<file path="src/rtl/pico_bram_ctrl.sv">
// picorv32 native-bus slave for four byte-lane synchronous block RAMs sharing one word address.
// Writes complete in one cycle; reads take two, hiding the one-cycle RAM output latency.
module pico_bram_ctrl #(
   parameter logic [31:0] BASE_ADDR = 32'h0000_0000,
   parameter int unsigned ADDR_BITS = 11
) (
   input  logic        clk,
   input  logic        resetn,
   input  logic        mem_valid,
   input  logic [31:0] mem_addr,
   input  logic [31:0] mem_wdata,
   input  logic [3:0]  mem_wstrb,
   output logic        mem_ready,
   output logic [31:0] mem_rdata,
   output logic        hit,
   output logic [13:0] ram_ad,
   output logic [31:0] ram_di,
   output logic [3:0]  ram_sel,
   output logic        ram_wre,
   input  logic [31:0] ram_do
);

   localparam int unsigned TAG_LSB = ADDR_BITS + 2;

   typedef enum logic [1:0] {
      ST_IDLE = 2'd0,
      ST_RD   = 2'd1,
      ST_ACK  = 2'd2
   } state_t;

   state_t      state_q, state_d;
   logic        mem_ready_q, mem_ready_d;
   logic [31:0] mem_rdata_q, mem_rdata_d;
   logic        req_s;
   logic [13:0] ram_ad_s;
   logic [3:0]  ram_sel_s;
   logic        ram_wre_s;
   logic        addr_lsb_unused_s;

   assign hit               = (mem_addr[31:TAG_LSB] == BASE_ADDR[31:TAG_LSB]);
   assign req_s             = mem_valid && hit;
   assign addr_lsb_unused_s = ^mem_addr[1:0];

   // Word address, zero-extended to the full 14-bit RAM address bus
   always_comb begin
      ram_ad_s                  = 14'd0;
      ram_ad_s[ADDR_BITS-1:0]   = mem_addr[ADDR_BITS+1:2];
   end

   assign ram_ad    = ram_ad_s;
   assign ram_di    = mem_wdata;
   assign ram_sel   = ram_sel_s;
   assign ram_wre   = ram_wre_s;
   assign mem_ready = mem_ready_q;
   assign mem_rdata = mem_rdata_q;

   // State, ready pulse and read-data registers
   always_ff @(posedge clk or negedge resetn) begin
      if (!resetn) begin
         state_q     <= ST_IDLE;
         mem_ready_q <= 1'b0;
         mem_rdata_q <= 32'h0000_0000;
      end else begin
         state_q     <= state_d;
         mem_ready_q <= mem_ready_d;
         mem_rdata_q <= mem_rdata_d;
      end
   end

   // Next-state logic; ACK never re-issues the still-asserted request
   always_comb begin
      state_d     = state_q;
      mem_ready_d = 1'b0;
      mem_rdata_d = mem_rdata_q;
      case (state_q)
         ST_IDLE: begin
            if (req_s) begin
               if (mem_wstrb != 4'h0) begin
                  state_d     = ST_ACK;
                  mem_ready_d = 1'b1;
               end else begin
                  state_d     = ST_RD;
               end
            end else begin
               state_d = ST_IDLE;
            end
         end
         ST_RD: begin
            if (mem_valid) begin
               state_d     = ST_ACK;
               mem_ready_d = 1'b1;
               mem_rdata_d = ram_do;
            end else begin
               state_d = ST_IDLE;
            end
         end
         ST_ACK: begin
            state_d = ST_IDLE;
         end
         default: begin
            state_d = ST_IDLE;
         end
      endcase
   end

   // RAM strobes: only an accepted request in IDLE touches the RAM, never during reset
   always_comb begin
      ram_sel_s = 4'h0;
      ram_wre_s = 1'b0;
      if (resetn && (state_q == ST_IDLE) && req_s) begin
         if (mem_wstrb != 4'h0) begin
            ram_sel_s = mem_wstrb;
            ram_wre_s = 1'b1;
         end else begin
            ram_sel_s = 4'hF;
            ram_wre_s = 1'b0;
         end
      end else begin
         ram_sel_s = 4'h0;
         ram_wre_s = 1'b0;
      end
   end

endmodule

</file>
<file path="config.mk">
export PLATFORM = sky130hd
export DESIGN_NAME = pico_bram_ctrl
export DESIGN_NICKNAME = d
export VERILOG_FILES = /design/src/rtl/pico_bram_ctrl.sv
export SDC_FILE = /design/constraint.sdc
export NUM_CORES = 1
export LEC_CHECK = 0
export CORE_ASPECT_RATIO = 1.5
export CORE_MARGIN = 2
export CORE_UTILIZATION = 28
export CTS_CLUSTER_DIAMETER = 30
export CTS_CLUSTER_SIZE = 8
export DETAILED_ROUTE_END_ITERATION = 10
export PLACE_DENSITY_LB_ADDON = 0.2
export SYNTH_ARGS = -nofsm -noshare
export SYNTH_HDL_FRONTEND = slang
export SYNTH_SLANG_ARGS = --single-unit
</file>
<file path="constraint.sdc">
create_clock -name clk -period 1.6 [get_ports clk]
set_clock_uncertainty 0.05 [all_clocks]
set_input_delay 0.32 -clock clk [delete_from_list [all_inputs] [get_ports clk]]
set_output_delay 0.32 -clock clk [all_outputs]
set_load 0.02 [all_outputs]
</file>
==> results of run 1 <==
-- metal layers --
layer	part of all wire, %	track usage [%]
met5	0	0
met4	6.3	10.5
met3	8.9	4.71
met2	56	26.0
met1	29	11.7
-- worst paths after layout --
check	startpoint	slack, ns	end	depth (start not counted)
worst max-delay path	state_q[0]	-0.28	ram_sel[1]	5
worst min-delay path	resetn	0.04	mem_rdata[16]	2
worst max register to register	state_q[0]	0.06	mem_rdata[4]	5
worst min register to register	mem_rdata[30]	0.45	mem_rdata[30]	1
max in group asynchronous	resetn	1.16	mem_rdata[6]	2
min in group clk	mem_rdata[30]	0.45	mem_rdata[30]	1
-- through the flow --
step | setup slack [ns] | area [um2] | setup TNS, ns | hold slack (ns) | instances
after global placement | -1.13 | 2560 | -12.32 | 0.347 | 274
final | -0.276 | 2690 | -1.51 | 0.0377 | 287
after CTS | -0.296 | 2640 | -1.64 | 0.0454 | 285
after global routing | -0.401 | 2690 | -2.19 | 0.0764 | 287
after detailed placement | -1.17 | 2560 | -13.71 | 0.356 | 274
after floorplan | -0.161 | 1790 | -1.07 | -0.0256 | 143
-- worst max-delay path: stages, from the launching register on --
cell and delay, ns:
sky130_fd_sc_hd__dfrtp_1 0.39, sky130_fd_sc_hd__nor4bb_2 0.29, sky130_fd_sc_hd__buf_4 0.18, sky130_fd_sc_hd__o21ai_1 0.10, sky130_fd_sc_hd__nor3_2 0.11, sky130_fd_sc_hd__buf_4 0.16
-- layout by cell type (no fill, tap or decap), types with 3 or more instances in the layout --
cell type,Yosys,final
sky130_fd_sc_hd__dfrtp_1,34,34
sky130_fd_sc_hd__mux2_2,32,32
sky130_fd_sc_hd__dlygate4sd2_1,0,32
sky130_fd_sc_hd__clkdlybuf4s50_1,0,32
sky130_fd_sc_hd__buf_4,46,15
sky130_fd_sc_hd__buf_6,0,11
sky130_fd_sc_hd__buf_2,1,7
sky130_fd_sc_hd__clkbuf_8,0,5
sky130_fd_sc_hd__clkdlybuf4s15_1,0,5
sky130_fd_sc_hd__dlymetal6s2s_1,0,5
sky130_fd_sc_hd__o21ai_1,1,4
sky130_fd_sc_hd__clkbuf_2,0,4
sky130_fd_sc_hd__nor3_2,0,3
sky130_fd_sc_hd__conb_1,1,3
-- registers in the layout, summed over array words and instances (netlist names) --
register   flops
mem_ready      1
mem_rdata     32
state_q        1
-- cells by family after synthesis --
group                  after synthesis  synth area share [%]
multiplexers                        32                  20.9
other                                1                 0.218
AO/OA/AOI/OAI                        5                  1.45
buffers and inverters               50                  21.0
flip-flops                          34                  49.4
AND/OR/NAND/NOR                     19                  6.98
-- repair_timing --
action / in CTS / in global routing
endpoints found under the setup margin: 36 / 12
pin swaps: 9 / 7
cloned: 0 / 0
setup buffers: 4 / 2
hold buffers: 0 / 0
gates resized for setup: 129 / 26
-- layout make-up --
class                      count  area share (%)
clock buffer                   5            2.56
clock inverter                 2           0.372
multi-input combinational     59            23.5
sequential                    34            31.6
tap                           74            3.44
timing repair buffer         113            38.5
-- power by group --
group	switching, mW	total, mW	internal [mW]
logic	0.0686	0.191	0.122
registers	0.000000725	0.860	0.860
clock network	0.279	0.570	0.291
==> impl_metrics.prom, run 1 <==
# TYPE chip_impl_metric gauge
chip_impl_info{name="status",value="complete, but fails checks"} 1
chip_impl_info{name="failing_checks",value="setup timing"} 1
chip_impl_metric{name="cts_htree_levels",unit=""} 2
chip_impl_metric{name="clock.fmax",unit="MHz"} 533
chip_impl_metric{name="gpl.final_weighted_congestion",unit=""} 0.698
chip_impl_info{name="post-synth-top-count-cell",value="sky130_fd_sc_hd__buf_4"} 1
chip_impl_metric{name="ir_worst_vdd",unit="V"} 0.000297
chip_impl_metric{name="layout.core_utilization",unit="%"} 44.5
chip_impl_metric{name="layout-area-overhead-vs-synth",unit="%"} 56.3
chip_impl_metric{name="async_reset_ff_share",unit="%"} 100
chip_impl_metric{name="dr_total_vias",unit=""} 1314
chip_impl_info{name="yosys-top-cells-count",value="46 x sky130_fd_sc_hd__buf_4, 34 x sky130_fd_sc_hd__dfrtp_1, 32 x sky130_fd_sc_hd__mux2_2, 6 x sky130_fd_sc_hd__nor3_1"} 1
chip_impl_info{name="timing.critical_path.to_type",value="primary output"} 1
chip_impl_info{name="cts_tree",value="yes"} 1
chip_impl_info{name="worst_hold_path_type",value="primary input to asynchronous set/reset pin"} 1
chip_impl_metric{name="critPathArrivalTime",unit="ns"} 1.51
chip_impl_metric{name="wire_per_inst",unit="um"} 15.7
chip_impl_metric{name="finalCriticalPeriod",unit="ns"} 1.88
chip_impl_metric{name="totalWireLength",unit="um"} 4520
chip_impl_metric{name="synthDistinctLibCells",unit=""} 19
chip_impl_metric{name="route.antenna.remaining_nets",unit=""} 0
chip_impl_metric{name="initial_utilization",unit="%"} 28.5
chip_impl_metric{name="fin_nets",unit=""} 316
chip_impl_metric{name="top_level_ports",unit=""} 188
chip_impl_metric{name="drt-vias-per-instance",unit=""} 4.58
chip_impl_metric{name="syn_avg_cell_area",unit="um2"} 12.2
chip_impl_metric{name="yosysWarningCount",unit=""} 0
chip_impl_metric{name="cts_buffers",unit=""} 5
chip_impl_metric{name="multi_input_comb_area",unit="um2"} 633
chip_impl_info{name="netlist.top_cell.by_area",value="sky130_fd_sc_hd__dfrtp_1"} 1
chip_impl_metric{name="grt_antenna_before_repair",unit=""} 0
chip_impl_metric{name="grt.overflow.total",unit=""} 0
chip_impl_metric{name="fillCellCount",unit=""} 567
chip_impl_metric{name="timing_max_transition_violations_final",unit=""} 0
chip_impl_metric{name="global_route.usage.total",unit="%"} 14.1
chip_impl_info{name="cts-root-buf",value="sky130_fd_sc_hd__clkbuf_8"} 1
chip_impl_metric{name="die_width",unit="um"} 68.0
chip_impl_metric{name="chipHeight",unit="um"} 100
chip_impl_metric{name="clk_latency",unit="ns"} 0.27
chip_impl_metric{name="finalCritPeriodShare",unit="%"} 117
chip_impl_metric{name="clk_pin_slew_worst_paths",unit="ns"} 0.07
chip_impl_metric{name="detail_route.iter0.violations",unit=""} 8
chip_impl_info{name="ys_top_cells_by_area",value="sky130_fd_sc_hd__dfrtp_1 49%, sky130_fd_sc_hd__mux2_2 21%, sky130_fd_sc_hd__buf_4 20%"} 1
chip_impl_metric{name="yosys_register_bits",unit=""} 34
chip_impl_metric{name="synth_sequential_area_ratio",unit="%"} 49.4
chip_impl_info{name="synth_top_flop_cell",value="sky130_fd_sc_hd__dfrtp_1"} 1
chip_impl_metric{name="grt_pass1_vias",unit=""} 1506
chip_impl_metric{name="mappedNetlistArea",unit="mm2"} 0.00172
chip_impl_metric{name="cts-root-to-sink-buffers",unit=""} 2
chip_impl_metric{name="port_buffers",unit=""} 96
chip_impl_metric{name="core-area",unit="mm2"} 0.00604
chip_impl_metric{name="layout-drive-gt1-share",unit="%"} 43.2
chip_impl_metric{name="syn_inst",unit=""} 141
chip_impl_metric{name="critPathMaxFanout",unit=""} 5
chip_impl_metric{name="post-synth-top-area-fraction",unit="%"} 49.4
chip_impl_metric{name="final.setup.worst_slack",unit="ns"} -0.276
chip_impl_metric{name="antenna-diode-count",unit=""} 0
chip_impl_metric{name="report.final.setup_viol",unit=""} 7
chip_impl_info{name="rsz_0062_raised_after_global_routing",value="true"} 1
chip_impl_metric{name="drv.max_cap_violation_count",unit=""} 0
chip_impl_metric{name="cts_num_sinks",unit=""} 34
chip_impl_metric{name="power-per-cell-area",unit="mW/mm2"} 602
chip_impl_metric{name="timing.final.hold_violations",unit=""} 0
chip_impl_metric{name="synth-edff-count",unit=""} 0
chip_impl_metric{name="drt_pre_antenna_iters",unit=""} 2
chip_impl_metric{name="power_leakage",unit="nW"} 1.49
chip_impl_metric{name="grt_max_degree",unit=""} 35
chip_impl_metric{name="drt_drc_violations_left",unit=""} 0
chip_impl_metric{name="seq_area",unit="um2"} 851
chip_impl_metric{name="grt_pass1_wl",unit="um"} 7040
chip_impl_info{name="cp-start-kind",value="flop"} 1
chip_impl_metric{name="p_total",unit="mW"} 1.62
chip_impl_info{name="critPathKind",value="flop to primary output"} 1
chip_impl_metric{name="fp.dieArea",unit="mm2"} 0.00680
chip_impl_metric{name="cp.required",unit="ns"} 1.23
chip_impl_metric{name="core.rowCount",unit=""} 35
Note: power is estimated with default switching activity, not from simulation.
==> run 2, diff against run 1 <==
==> constraint.sdc (replaced) <==
create_clock -name clk -period 1.6 [get_ports clk]
set_clock_uncertainty 0.05 [all_clocks]
set_input_delay 0.32 -clock clk [delete_from_list [all_inputs] [get_ports clk]]
set_output_delay 0.32 -clock clk [all_outputs]
set_load 0.005 [all_outputs]
==> impl_metrics.prom, run 2 (synthesis gave the netlist of run 1 again) <==
# TYPE chip_impl_metric gauge
chip_impl_metric{name="grt_antenna_before_repair",unit=""} 0
chip_impl_metric{name="antenna-diode-count",unit=""} 0
chip_impl_metric{name="cts_buffers",unit=""} 5
chip_impl_metric{name="totalWireLength",unit="um"} 4700
chip_impl_metric{name="fp.dieArea",unit="mm2"} 0.00680
chip_impl_metric{name="detail_route.iter0.violations",unit=""} 17
chip_impl_metric{name="global_route.usage.total",unit="%"} 13.7
chip_impl_metric{name="final.setup.worst_slack",unit="ns"} -0.245
chip_impl_metric{name="timing.reg2reg.setup_slack",unit="ns"} 0.10
chip_impl_metric{name="register_to_register_path_depth",unit=""} 4
chip_impl_metric{name="grt_pass1_wl",unit="um"} 6990
chip_impl_info{name="status",value="complete, but fails checks"} 1
chip_impl_metric{name="dpl_cell_area",unit="mm2"} 0.00253
chip_impl_metric{name="power-per-cell-area",unit="mW/mm2"} 674
chip_impl_metric{name="fin_tns_setup",unit="ns"} -1.14
chip_impl_metric{name="port_buffers",unit=""} 96
chip_impl_metric{name="top_level_ports",unit=""} 188
chip_impl_info{name="regToRegStartpoint",value="mem_ready"} 1
chip_impl_info{name="cts_tree",value="yes"} 1
chip_impl_metric{name="cp.required",unit="ns"} 1.23
chip_impl_metric{name="critPathArrivalTime",unit="ns"} 1.47
chip_impl_metric{name="cts_htree_levels",unit=""} 2
chip_impl_metric{name="dpl.cell_count",unit=""} 276
chip_impl_metric{name="layout.core_utilization",unit="%"} 44.9
chip_impl_metric{name="cts_num_sinks",unit=""} 34
chip_impl_metric{name="drv.max_cap_violation_count",unit=""} 0
chip_impl_info{name="rsz_0062_raised_after_global_routing",value="true"} 1
chip_impl_metric{name="grt_pass1_vias",unit=""} 1470
chip_impl_info{name="cp-start-kind",value="primary input"} 1
chip_impl_metric{name="seq_area",unit="um2"} 851
chip_impl_metric{name="clk_latency",unit="ns"} 0.27
chip_impl_info{name="critPathKind",value="primary input to primary output"} 1
chip_impl_info{name="mostFrequentLayoutCells",value="64 x sky130_fd_sc_hd__clkdlybuf4s50_1, 34 x sky130_fd_sc_hd__dfrtp_1, 32 x sky130_fd_sc_hd__mux2_2, 15 x sky130_fd_sc_hd__buf_4, 14 x sky130_fd_sc_hd__buf_2"} 1
chip_impl_info{name="failing_checks",value="setup timing"} 1
chip_impl_metric{name="drt-vias-per-instance",unit=""} 4.65
chip_impl_info{name="cts-root-buf",value="sky130_fd_sc_hd__clkbuf_8"} 1
chip_impl_metric{name="clock.fmax",unit="MHz"} 542
chip_impl_metric{name="dr_total_vias",unit=""} 1344
chip_impl_metric{name="layout-area-overhead-vs-synth",unit="%"} 57.5
chip_impl_metric{name="critPathMaxFanout",unit=""} 3
chip_impl_metric{name="die_width",unit="um"} 68.0
chip_impl_info{name="regToRegEndpoint",value="mem_rdata[22]"} 1
chip_impl_metric{name="clk_pin_slew_worst_paths",unit="ns"} 0.07
chip_impl_metric{name="finalCritPeriodShare",unit="%"} 115
chip_impl_metric{name="finalCriticalPeriod",unit="ns"} 1.84
chip_impl_metric{name="core-area",unit="mm2"} 0.00604
chip_impl_metric{name="grt.overflow.total",unit=""} 0
chip_impl_metric{name="design_area",unit="mm2"} 0.00271
chip_impl_metric{name="place_ws",unit="ns"} -0.922
chip_impl_metric{name="initial_utilization",unit="%"} 28.5
chip_impl_info{name="worst_hold_path_type",value="primary input to asynchronous set/reset pin"} 1
chip_impl_metric{name="power_leakage",unit="nW"} 1.26
chip_impl_metric{name="fin_nets",unit=""} 318
chip_impl_metric{name="detailed_place_hpwl",unit="um"} 3570
chip_impl_metric{name="fillCellCount",unit=""} 552
chip_impl_metric{name="ir_worst_vdd",unit="V"} 0.000425
chip_impl_info{name="layout_commonest_cell",value="sky130_fd_sc_hd__clkdlybuf4s50_1"} 1
chip_impl_info{name="timing.critical_path.to_type",value="primary output"} 1
chip_impl_metric{name="wire_per_inst",unit="um"} 16.3
chip_impl_metric{name="chipHeight",unit="um"} 100
chip_impl_metric{name="timing_max_transition_violations_final",unit=""} 0
chip_impl_metric{name="final.hold.worst_slack",unit="ns"} 0.0447
chip_impl_metric{name="cts-root-to-sink-buffers",unit=""} 2
chip_impl_metric{name="layoutNonFillerInstCount",unit=""} 289
chip_impl_metric{name="drt_pre_antenna_iters",unit=""} 4
chip_impl_metric{name="report.final.setup_viol",unit=""} 6
chip_impl_metric{name="core.rowCount",unit=""} 35
chip_impl_metric{name="p_total",unit="mW"} 1.83
chip_impl_metric{name="layout-drive-gt1-share",unit="%"} 41.4
chip_impl_metric{name="drt_drc_violations_left",unit=""} 0
chip_impl_metric{name="largest_register_ff_count",unit=""} 32
chip_impl_metric{name="grt_max_degree",unit=""} 35
chip_impl_metric{name="gpl.final_weighted_congestion",unit=""} 0.688
chip_impl_metric{name="multi_input_comb_area",unit="um2"} 606
chip_impl_metric{name="timing.final.hold_violations",unit=""} 0
chip_impl_metric{name="route.antenna.remaining_nets",unit=""} 0
[run 2: cell count changes in the layout (fill, tap and decap cells not counted), moves of 2 or more]
cell / previous run / this run
sky130_fd_sc_hd__clkinv_2: 2 / 0
sky130_fd_sc_hd__clkdlybuf4s50_1: 32 / 64
sky130_fd_sc_hd__dlygate4sd2_1: 32 / 7
sky130_fd_sc_hd__buf_6: 11 / 8
sky130_fd_sc_hd__nor3_4: 2 / 0
sky130_fd_sc_hd__clkbuf_2: 4 / 1
sky130_fd_sc_hd__dlymetal6s2s_1: 5 / 0
sky130_fd_sc_hd__buf_2: 7 / 14
[run 2: power by group]
group | internal [mW] | switching [mW] | total, mW | leakage (nW)
combinational | 0.122 | 0.0592 | 0.182 | 0.731
clock | 0.498 | 0.289 | 0.787 | 0.0573
sequential | 0.859 | 0.000000754 | 0.859 | 0.475
total | 1.48 | 0.348 | 1.83 | 1.26
[run 2: worst max path at each step]
stage | start | endpoint | slack, ns
final | mem_addr[21] | ram_sel[0] | -0.24
after global routing | mem_ready | ram_wre | -0.32
after CTS | mem_ready | ram_wre | -0.23
after detailed placement | mem_addr[22] | ram_wre | -0.92
after global placement | mem_addr[18] | ram_sel[2] | -0.88
after floorplan | mem_addr[22] | mem_ready | -0.06
[run 2: critical path, cell delays in order]
cell and delay, ns:
sky130_fd_sc_hd__buf_6 0.09, sky130_fd_sc_hd__nor4_4 0.25, sky130_fd_sc_hd__nand4_1 0.19, sky130_fd_sc_hd__buf_4 0.19
sky130_fd_sc_hd__buf_4 0.13, sky130_fd_sc_hd__nor3_2 0.16, sky130_fd_sc_hd__buf_2 0.14
[run 2: metal layers]
metal | vias to the layer above | GRT usage (%) | routed length [um]
met5 | - | 0 | 0
met4 | 0 | 5.69 | 89
met3 | 6 | 7.40 | 708
met2 | 111 | 24.6 | 2500
met1 | 645 | 12.1 | 1400
li1 | 582 | - | -
[run 2: final cells by class]
cell class                 instances  share of cell area (%)
multi-input combinational         59                    22.3
sequential                        34                    31.4
timing repair buffer             115                    38.7
clock inverter                     1                    1.11
tap                               74                    3.41
clock buffer                       6                    3.05
[run 2: timing repair]
item                                    in CTS  in global routing
resized for setup                          103                  6
pin swaps                                   13                  3
hold buffers                                 0                  0
setup buffers                                8                  0
hold endpoints to repair                     0                  0
endpoints found under the setup margin      10                  6
